**src/rtl/avalon_mem_arbiter.sv**
```systemverilog
// rtl/avalon_mem_arbiter.sv - instr/data port arbiter onto one Avalon-MM master; optional watchdog via ARB_TIMEOUT_EN
module avalon_mem_arbiter #(
    parameter int DATA_PRIORITY  = 1,
    parameter int TIMEOUT_CYCLES = 255
) (
    input  logic        clk,
    input  logic        reset,
    input  logic        instr_req,
    input  logic [31:0] instr_addr,
    output logic        instr_ack,
    output logic [31:0] instr_rdata,
    input  logic        data_req,
    input  logic        data_we,
    input  logic [31:0] data_addr,
    input  logic [31:0] data_wdata,
    input  logic [3:0]  data_byteenable,
    output logic        data_ack,
    output logic [31:0] data_rdata,
    output logic [31:0] address,
    output logic        read,
    output logic        write,
    output logic [31:0] writedata,
    output logic [3:0]  byteenable,
    input  logic        waitrequest,
    input  logic [31:0] readdata,
    output logic        busy,
    output logic        bus_error
);

    typedef enum logic [1:0] {IDLE, INSTR_RD, DATA_RD, DATA_WR} state_t;

    localparam bit DATA_FIRST = (DATA_PRIORITY != 0);

    state_t      state_q, state_d;
    logic [31:0] address_q, address_d;
    logic [31:0] writedata_q, writedata_d;
    logic [3:0]  byteenable_q, byteenable_d;
    logic        instr_ack_q, instr_ack_d;
    logic        data_ack_q, data_ack_d;
    logic [31:0] instr_rdata_q, instr_rdata_d;
    logic [31:0] data_rdata_q, data_rdata_d;
    // 1 = data wins the next contested arbitration (alternating mode only)
    logic        alt_data_q, alt_data_d;

    logic        instr_elig, data_elig, pick_data, finish;
    logic [31:0] rd_val;
    logic        unused_addr_lsb;

`ifdef ARB_TIMEOUT_EN
    localparam logic [15:0] TIMEOUT_W = 16'(TIMEOUT_CYCLES);
    logic [15:0] cnt_q, cnt_d;
    logic        bus_error_q, bus_error_d;
`else
    logic        unused_timeout;
    assign unused_timeout = (TIMEOUT_CYCLES != 0);
`endif

    // byte-offset bits are dropped on the word-aligned bus
    assign unused_addr_lsb = ^{instr_addr[1:0], data_addr[1:0]};

    // an acked port is masked so its still-held request is not re-issued
    assign instr_elig = instr_req && !instr_ack_q;
    assign data_elig  = data_req  && !data_ack_q;
    assign pick_data  = data_elig && (!instr_elig || DATA_FIRST || alt_data_q);

    // next-state: grant in IDLE, wait out waitrequest in the bus states
    always_comb begin
        state_d       = state_q;
        address_d     = address_q;
        writedata_d   = writedata_q;
        byteenable_d  = byteenable_q;
        instr_ack_d   = 1'b0;
        data_ack_d    = 1'b0;
        instr_rdata_d = instr_rdata_q;
        data_rdata_d  = data_rdata_q;
        alt_data_d    = alt_data_q;
        finish        = 1'b0;
        rd_val        = readdata;
`ifdef ARB_TIMEOUT_EN
        cnt_d         = cnt_q;
        bus_error_d   = bus_error_q;
`endif
        case (state_q)
            IDLE: begin
                if (instr_elig && data_elig) begin
                    alt_data_d = !pick_data;
                end
                if (pick_data) begin
                    address_d    = {data_addr[31:2], 2'b00};
                    byteenable_d = data_byteenable;
                    writedata_d  = data_wdata;
                    state_d      = data_we ? DATA_WR : DATA_RD;
`ifdef ARB_TIMEOUT_EN
                    cnt_d        = 16'd0;
`endif
                end else if (instr_elig) begin
                    address_d    = {instr_addr[31:2], 2'b00};
                    byteenable_d = 4'b1111;
                    state_d      = INSTR_RD;
`ifdef ARB_TIMEOUT_EN
                    cnt_d        = 16'd0;
`endif
                end
            end
            default: begin
                if (!waitrequest) begin
                    finish = 1'b1;
                end
`ifdef ARB_TIMEOUT_EN
                else if (cnt_q + 16'd1 >= TIMEOUT_W) begin
                    finish      = 1'b1;
                    rd_val      = 32'hDEADBEEF;
                    bus_error_d = 1'b1;
                end else begin
                    cnt_d = cnt_q + 16'd1;
                end
`endif
                if (finish) begin
                    state_d = IDLE;
                    case (state_q)
                        INSTR_RD: begin
                            instr_ack_d   = 1'b1;
                            instr_rdata_d = rd_val;
                        end
                        DATA_RD: begin
                            data_ack_d   = 1'b1;
                            data_rdata_d = rd_val;
                        end
                        default: data_ack_d = 1'b1;
                    endcase
                end
            end
        endcase
    end

    // state and transaction registers; reset aborts any bus cycle at once
    always_ff @(posedge clk or posedge reset) begin
        if (reset) begin
            state_q       <= IDLE;
            address_q     <= 32'd0;
            writedata_q   <= 32'd0;
            byteenable_q  <= 4'd0;
            instr_ack_q   <= 1'b0;
            data_ack_q    <= 1'b0;
            instr_rdata_q <= 32'd0;
            data_rdata_q  <= 32'd0;
            alt_data_q    <= 1'b0;
`ifdef ARB_TIMEOUT_EN
            cnt_q         <= 16'd0;
            bus_error_q   <= 1'b0;
`endif
        end else begin
            state_q       <= state_d;
            address_q     <= address_d;
            writedata_q   <= writedata_d;
            byteenable_q  <= byteenable_d;
            instr_ack_q   <= instr_ack_d;
            data_ack_q    <= data_ack_d;
            instr_rdata_q <= instr_rdata_d;
            data_rdata_q  <= data_rdata_d;
            alt_data_q    <= alt_data_d;
`ifdef ARB_TIMEOUT_EN
            cnt_q         <= cnt_d;
            bus_error_q   <= bus_error_d;
`endif
        end
    end

    assign address     = address_q;
    assign writedata   = writedata_q;
    assign byteenable  = byteenable_q;
    assign read        = (state_q == INSTR_RD) || (state_q == DATA_RD);
    assign write       = (state_q == DATA_WR);
    assign busy        = (state_q != IDLE);
    assign instr_ack   = instr_ack_q;
    assign data_ack    = data_ack_q;
    assign instr_rdata = instr_rdata_q;
    assign data_rdata  = data_rdata_q;
`ifdef ARB_TIMEOUT_EN
    assign bus_error   = bus_error_q;
`else
    assign bus_error   = 1'b0;
`endif

endmodule

```
**config.mk**
```make
export PLATFORM = sky130hd
export DESIGN_NAME = avalon_mem_arbiter
export DESIGN_NICKNAME = d
export VERILOG_FILES = /design/src/rtl/avalon_mem_arbiter.sv
export SDC_FILE = /design/constraint.sdc
export NUM_CORES = 1
export LEC_CHECK = 0
export ABC_AREA = 1
export CAP_MARGIN = 15
export CELL_PAD_IN_SITES_DETAIL_PLACEMENT = 1
export CELL_PAD_IN_SITES_GLOBAL_PLACEMENT = 1
export CORE_UTILIZATION = 26
export DETAILED_ROUTE_END_ITERATION = 8
export GPL_ROUTABILITY_DRIVEN = 0
export GPL_TIMING_DRIVEN = 0
export PLACE_DENSITY_LB_ADDON = 0.12
export SLEW_MARGIN = 20
export SYNTH_ARGS = -nofsm -noshare
export SYNTH_HDL_FRONTEND = slang
export SYNTH_SLANG_ARGS = --single-unit
```
**constraint.sdc**
```tcl
create_clock -name clk -period 4.25 [get_ports clk]
set_clock_uncertainty 0.05 [all_clocks]
set_input_delay 0.85 -clock clk [delete_from_list [all_inputs] [get_ports clk]]
set_output_delay 0.85 -clock clk [all_outputs]
set_load 0.01 [all_outputs]
```
* Word-level counts from Yosys, hierarchy flattened
Index checks and enable logic that the tools add are counted.
** Storage, ports and cells
- Output and inout bits :: 138
- Bits in latches :: 0
- Register bits :: 136
- Memories :: 0
- Bits of input ports :: 138
- Logic and storage cells :: 44
- Bits in writable memories :: 0
- ROM bits :: 0
** Cells by class
- Eq/ne operators :: 4
- Bitwise logic cells :: 1
- Muxes and demuxes :: 17
- Magnitude comparators :: 0
- Multiply operators :: 0
- Add/subtract/negate cells :: 0
- Reductions and logical operators :: 14
- Shift operators :: 0
- Div/mod/pow operators :: 0
** Operator list (count)
- $mux W32 :: 2
- $mux W1 :: 9
- $mux W2 :: 4
- $mux W4 :: 2
- $reduce_and A2 Y1 :: 3
- $reduce_and A3 Y1 :: 2
- $reduce_bool A2 Y1 :: 3
- $eq A2 B2 Y1 const B :: 2
- $ne A3 B3 Y1 const B :: 1
- $eq A2 B1 Y1 const B :: 1
- $logic_and A1 B1 Y1 :: 2
- $logic_not A1 Y1 :: 2
- $logic_not A2 Y1 :: 1
- $logic_or A1 B1 Y1 :: 1
- $not A1 Y1 :: 1

* Depth between registers and ports, before layout
Gate-level depths: netlist (run 1).
- Word-level depth :: 5
- Mapped depth :: 7
- Depth with buffers taken out :: 7

* Least setup slack after synthesis (run 1)
No wires, ideal clock.
- Path type :: flip-flop to output port
- Start :: register state_q[0]
- End :: output busy
- Stages on the path, launching flop included :: 4
- Setup slack :: 2.544 ns
- Data arrival time :: 0.806 ns
- Path buffers :: 0
- Cell sequence :: dfrtp_1 inv_1 ha_1 inv_1
** Between the ends
- Longest elaborated chain between the ends :: 1
** RTL lines
- start, declared :: RTL line 34 : state_t state_q, state_d;
- start signal, assigned :: RTL line 153 : state_q <= state_d;
- $reduce_bool A2 Y1 :: RTL line 174 : assign busy = (state_q != IDLE);
- end, declared :: RTL line 26 : output logic busy,
Every way passes these cells.

* Final worst setup path (run 1)
Ends and elaborated chain as after synthesis.

==> results of run 1 <==
Yosys cell counts:
library cell / n / share of area
ha_1: 5 / 0.011
inv_2: 2 / 0.0013
nand2_1: 287 / 0.19
nand3_2: 2 / 0.0036
o21ai_0: 64 / 0.057
inv_1: 40 / 0.027
clkbuf_1: 27 / 0.018
conb_1: 1 / 0.00067
nor2_1: 15 / 0.010
buf_2: 7 / 0.0063
nand2_2: 3 / 0.0034
nand4_1: 2 / 0.0022
buf_4: 7 / 0.0094
nand3_1: 62 / 0.056
dfrtp_1: 134 / 0.60
cell families after synthesis:
kind of cell / share of synthesized area
compound gates: 0.0574
fa+ha+maj: 0.0112
buf+inv: 0.0621
flops: 0.601
other cells: 0.000672
simple gates: 0.268
metrics by stage:
step / power (W) / setup slack, ns
4_1_cts: 0.00676 / 1.48
5_1_grt: 0.00712 / 1.42
2_1_floorplan: 0.00340 / 1.68
6_report: 0.00664 / 1.52
3_5_place_dp: 0.00515 / 1.78
3_3_place_gp: 0.00510 / 0.228
where the power goes:
part           internal [W]  switching, W  total [W]  leakage (nW)
clock              0.000962      0.000599    0.00156         0.294
combinational       0.00148       0.00143    0.00291          2.52
sequential          0.00186      0.000309    0.00217          1.67
total               0.00430       0.00234    0.00664          4.48
final timing paths:
kind                                   start        endpoint  slack [ns]  cells after the start
worst max-delay path              state_q[0]            busy        1.52                      4
worst min-delay path            writedata[9]    writedata[9]        0.43                      2
worst max register to register    state_q[0]  data_rdata[23]        2.43                      7
worst min register to register  writedata[9]    writedata[9]        0.43                      2
max in group asynchronous              reset     address[23]        2.62                      4
min in group asynchronous              reset  data_rdata[12]        0.77                      2
metal layers:
| layer | wire length (um) | vias to the layer above |
|---|---|---|
| li1 | - | 2628 |
| met1 | 8250 | 2539 |
| met2 | 9290 | 156 |
| met3 | 1550 | 22 |
| met4 | 374 | 0 |
| met5 | 0 | - |
registers in the layout, summed over array words and instances (netlist names):
name         cells
byteenable       4
data_ack         1
data_rdata      32
instr_ack        1
writedata       32
address         30
state_q          2
instr_rdata     32
final cells by class:
type	instances	area, um^2
Buffer	41	189
Fill cell	2470	11700
Inverter	42	161
Clock inverter	12	165
Sequential cell	134	3350
Clock buffer	19	453
Timing Repair Buffer	271	2750
Multi-Input combinational cell	443	1890
Tap cell	275	344
tightest hold or removal path: stages (launching register included):
cell     delay, ns
dfrtp_1       0.34
nand2_1       0.05
nand2_1       0.05
layout by cell type (no fill, tap or decap):
| cell | count |
|---|---|
| nand2_1 | 287 |
| clkdlybuf4s50_1 | 267 |
| dfrtp_1 | 134 |
| o21ai_0 | 64 |
| nand3_1 | 62 |
| inv_1 | 39 |
| clkbuf_1 | 27 |
| clkbuf_16 | 17 |
| nor2_1 | 15 |
| buf_2 | 7 |
| buf_4 | 7 |
| inv_6 | 6 |
| ha_1 | 5 |
| clkinvlp_4 | 4 |
| buf_12 | 4 |
| nand2_2 | 3 |
| conb_1 | 3 |
| bufinv_16 | 3 |
| inv_2 | 2 |
| nand3_2 | 2 |
| nand4_1 | 2 |
| clkbuf_8 | 2 |
==> results by group, run 1 <==
Outcome
  – Outcome: complete, no violations

Final layout
  – Share of cells above drive strength 1: 0.0593
  – Area grow syn2layout: 66.8%
  – Design Area, Final: 0.00931 mm^2
  – Fin nets: 1093
  – Final std cells w/o fill: 1237
  – Finished Core Util: 0.443
  – Antenna Cells: 0

Setup path
  – Max incr delay on CP: 0.57 ns
  – Critical path class: reg -> out
  – Buf/Inv on CP: 3
  – Worst setup SP type: flip-flop
  – Critical Path AT: 1.83 ns
  – Crit-path most repeated cell: inv_1
  – CP delay by family, top: buffers and inverters
  – Worst-path cell chain: inv_1 -> ha_1 -> inv_1 -> clkdlybuf4s50_1
  – Crit-path max FO: 4
  – Critical Path RT: 3.35 ns
  – Slowest-stage cell, CP: clkdlybuf4s50_1
  – Crit. End Element: output port

CTS
  – Total CTS buffers: 17
  – Post-CTS Setup Bufs: 0
  – Number of H-tree levels: 4
  – Hold_buf cts: 0
  – CTS tree: built
  – Resized cells post-CTS: 0
  – Clock buffer depth: 2
  – Root buffer cell: clkbuf_16
  – Worst-path clk slew: 0.06 ns
  – Clk sink count: 134
  – Worst-skew pair later-pin latency: 0.42 ns

Route
  – DR vias: 5345
  – Initial DRC count: 187
  – DR vias/cell: 4.32
  – Post-DR wirelength/cell: 15.7 um
  – Routed WL: 19.5 mm
  – Post-DRT Antenna Nets: 0
  – Drc violations: 0
  – DR pass1 iterations: 4

Placement
  – I/O Buffers: 267
  – Area after DPL: 0.00869 mm^2
  – Placed cell count: 1206
  – DP Wirelength: 14.6 mm

Timing
  – Slew Limit Fails: 0
  – Worst Tran Pin Value: 0.543 ns
  – Period utilization: 0.642
  – RSZ-0062 raised after global routing: no
  – Max transition margin: 0.638
  – Final Hold Fails: 0
  – Hold_ws: 0.428 ns
  – Period minus WS final: 2.73 ns
  – Highest Clock Rate: 0.366 GHz
  – Final setup vio count: 0
  – Setup_tns: 0 ns

Floorplanning
  – Die height: 149 um
  – Total core area: 0.0210 mm^2
  – Row Count: 53
  – Ports: 276
  – Die area: 0.0221 mm^2
  – Die Span X: 149 um
  – Starting Density: 0.266

Run
  – Max_cap viols: 0

Power
  – Peak supply drop: 0.286 mV
  – Lkg Pwr: 4.48 nW
  – Pwr Density: 713 mW/mm^2

GRT
  – Global routing usage on met3: 0.0626
  – Largest net degree at the start of global routing: 31
  – Global route overflow: 0
  – First-pass GRT wire length: 30.7 mm
  – Vias in the first global route: 5637
  – Antenna violations before repair: 0
  – GR Layer Usage met1: 0.218
  – Total GRT Usage: 0.181
  – Layer with the highest usage: met2
  – Met2 Track Usage GR: 0.296

Synth
  – Synth unique cells: 15
  – Cells after synthesis: 658
  – Yosys reg bits: 134
  – Register area share after synthesis: 0.601
  – Synthesized area: 0.00558 mm^2
  – Ys Warns: 0
  – Syn avg cell area: 8.48 um^2

Hold path
  – Hold Crit Class: reg -> reg
Note: power is estimated with default switching activity, not from simulation.
==> inputs of run 2 (changes only) <==
==> constraint.sdc (replaced) <==
create_clock -name clk -period 2.5 [get_ports clk]
set_clock_uncertainty 0.05 [all_clocks]
set_input_delay 0.5 -clock clk [delete_from_list [all_inputs] [get_ports clk]]
set_output_delay 0.5 -clock clk [all_outputs]
set_load 0.01 [all_outputs]
==> results of run 2 <==
The final DEF is identical to that of run 1. Status: complete, no violations.
Main changes from that run: setup slack after placement 1.78 ns -> 0.382 ns; setup slack after layout 1.52 ns -> 0.120 ns; hold slack 0.428 ns -> 0.417 ns; register-to-register setup slack 2.43 ns -> 0.68 ns; total power 0.00664 W -> 0.0113 W; worst IR drop on VDD 0.286 mV -> 0.486 mV
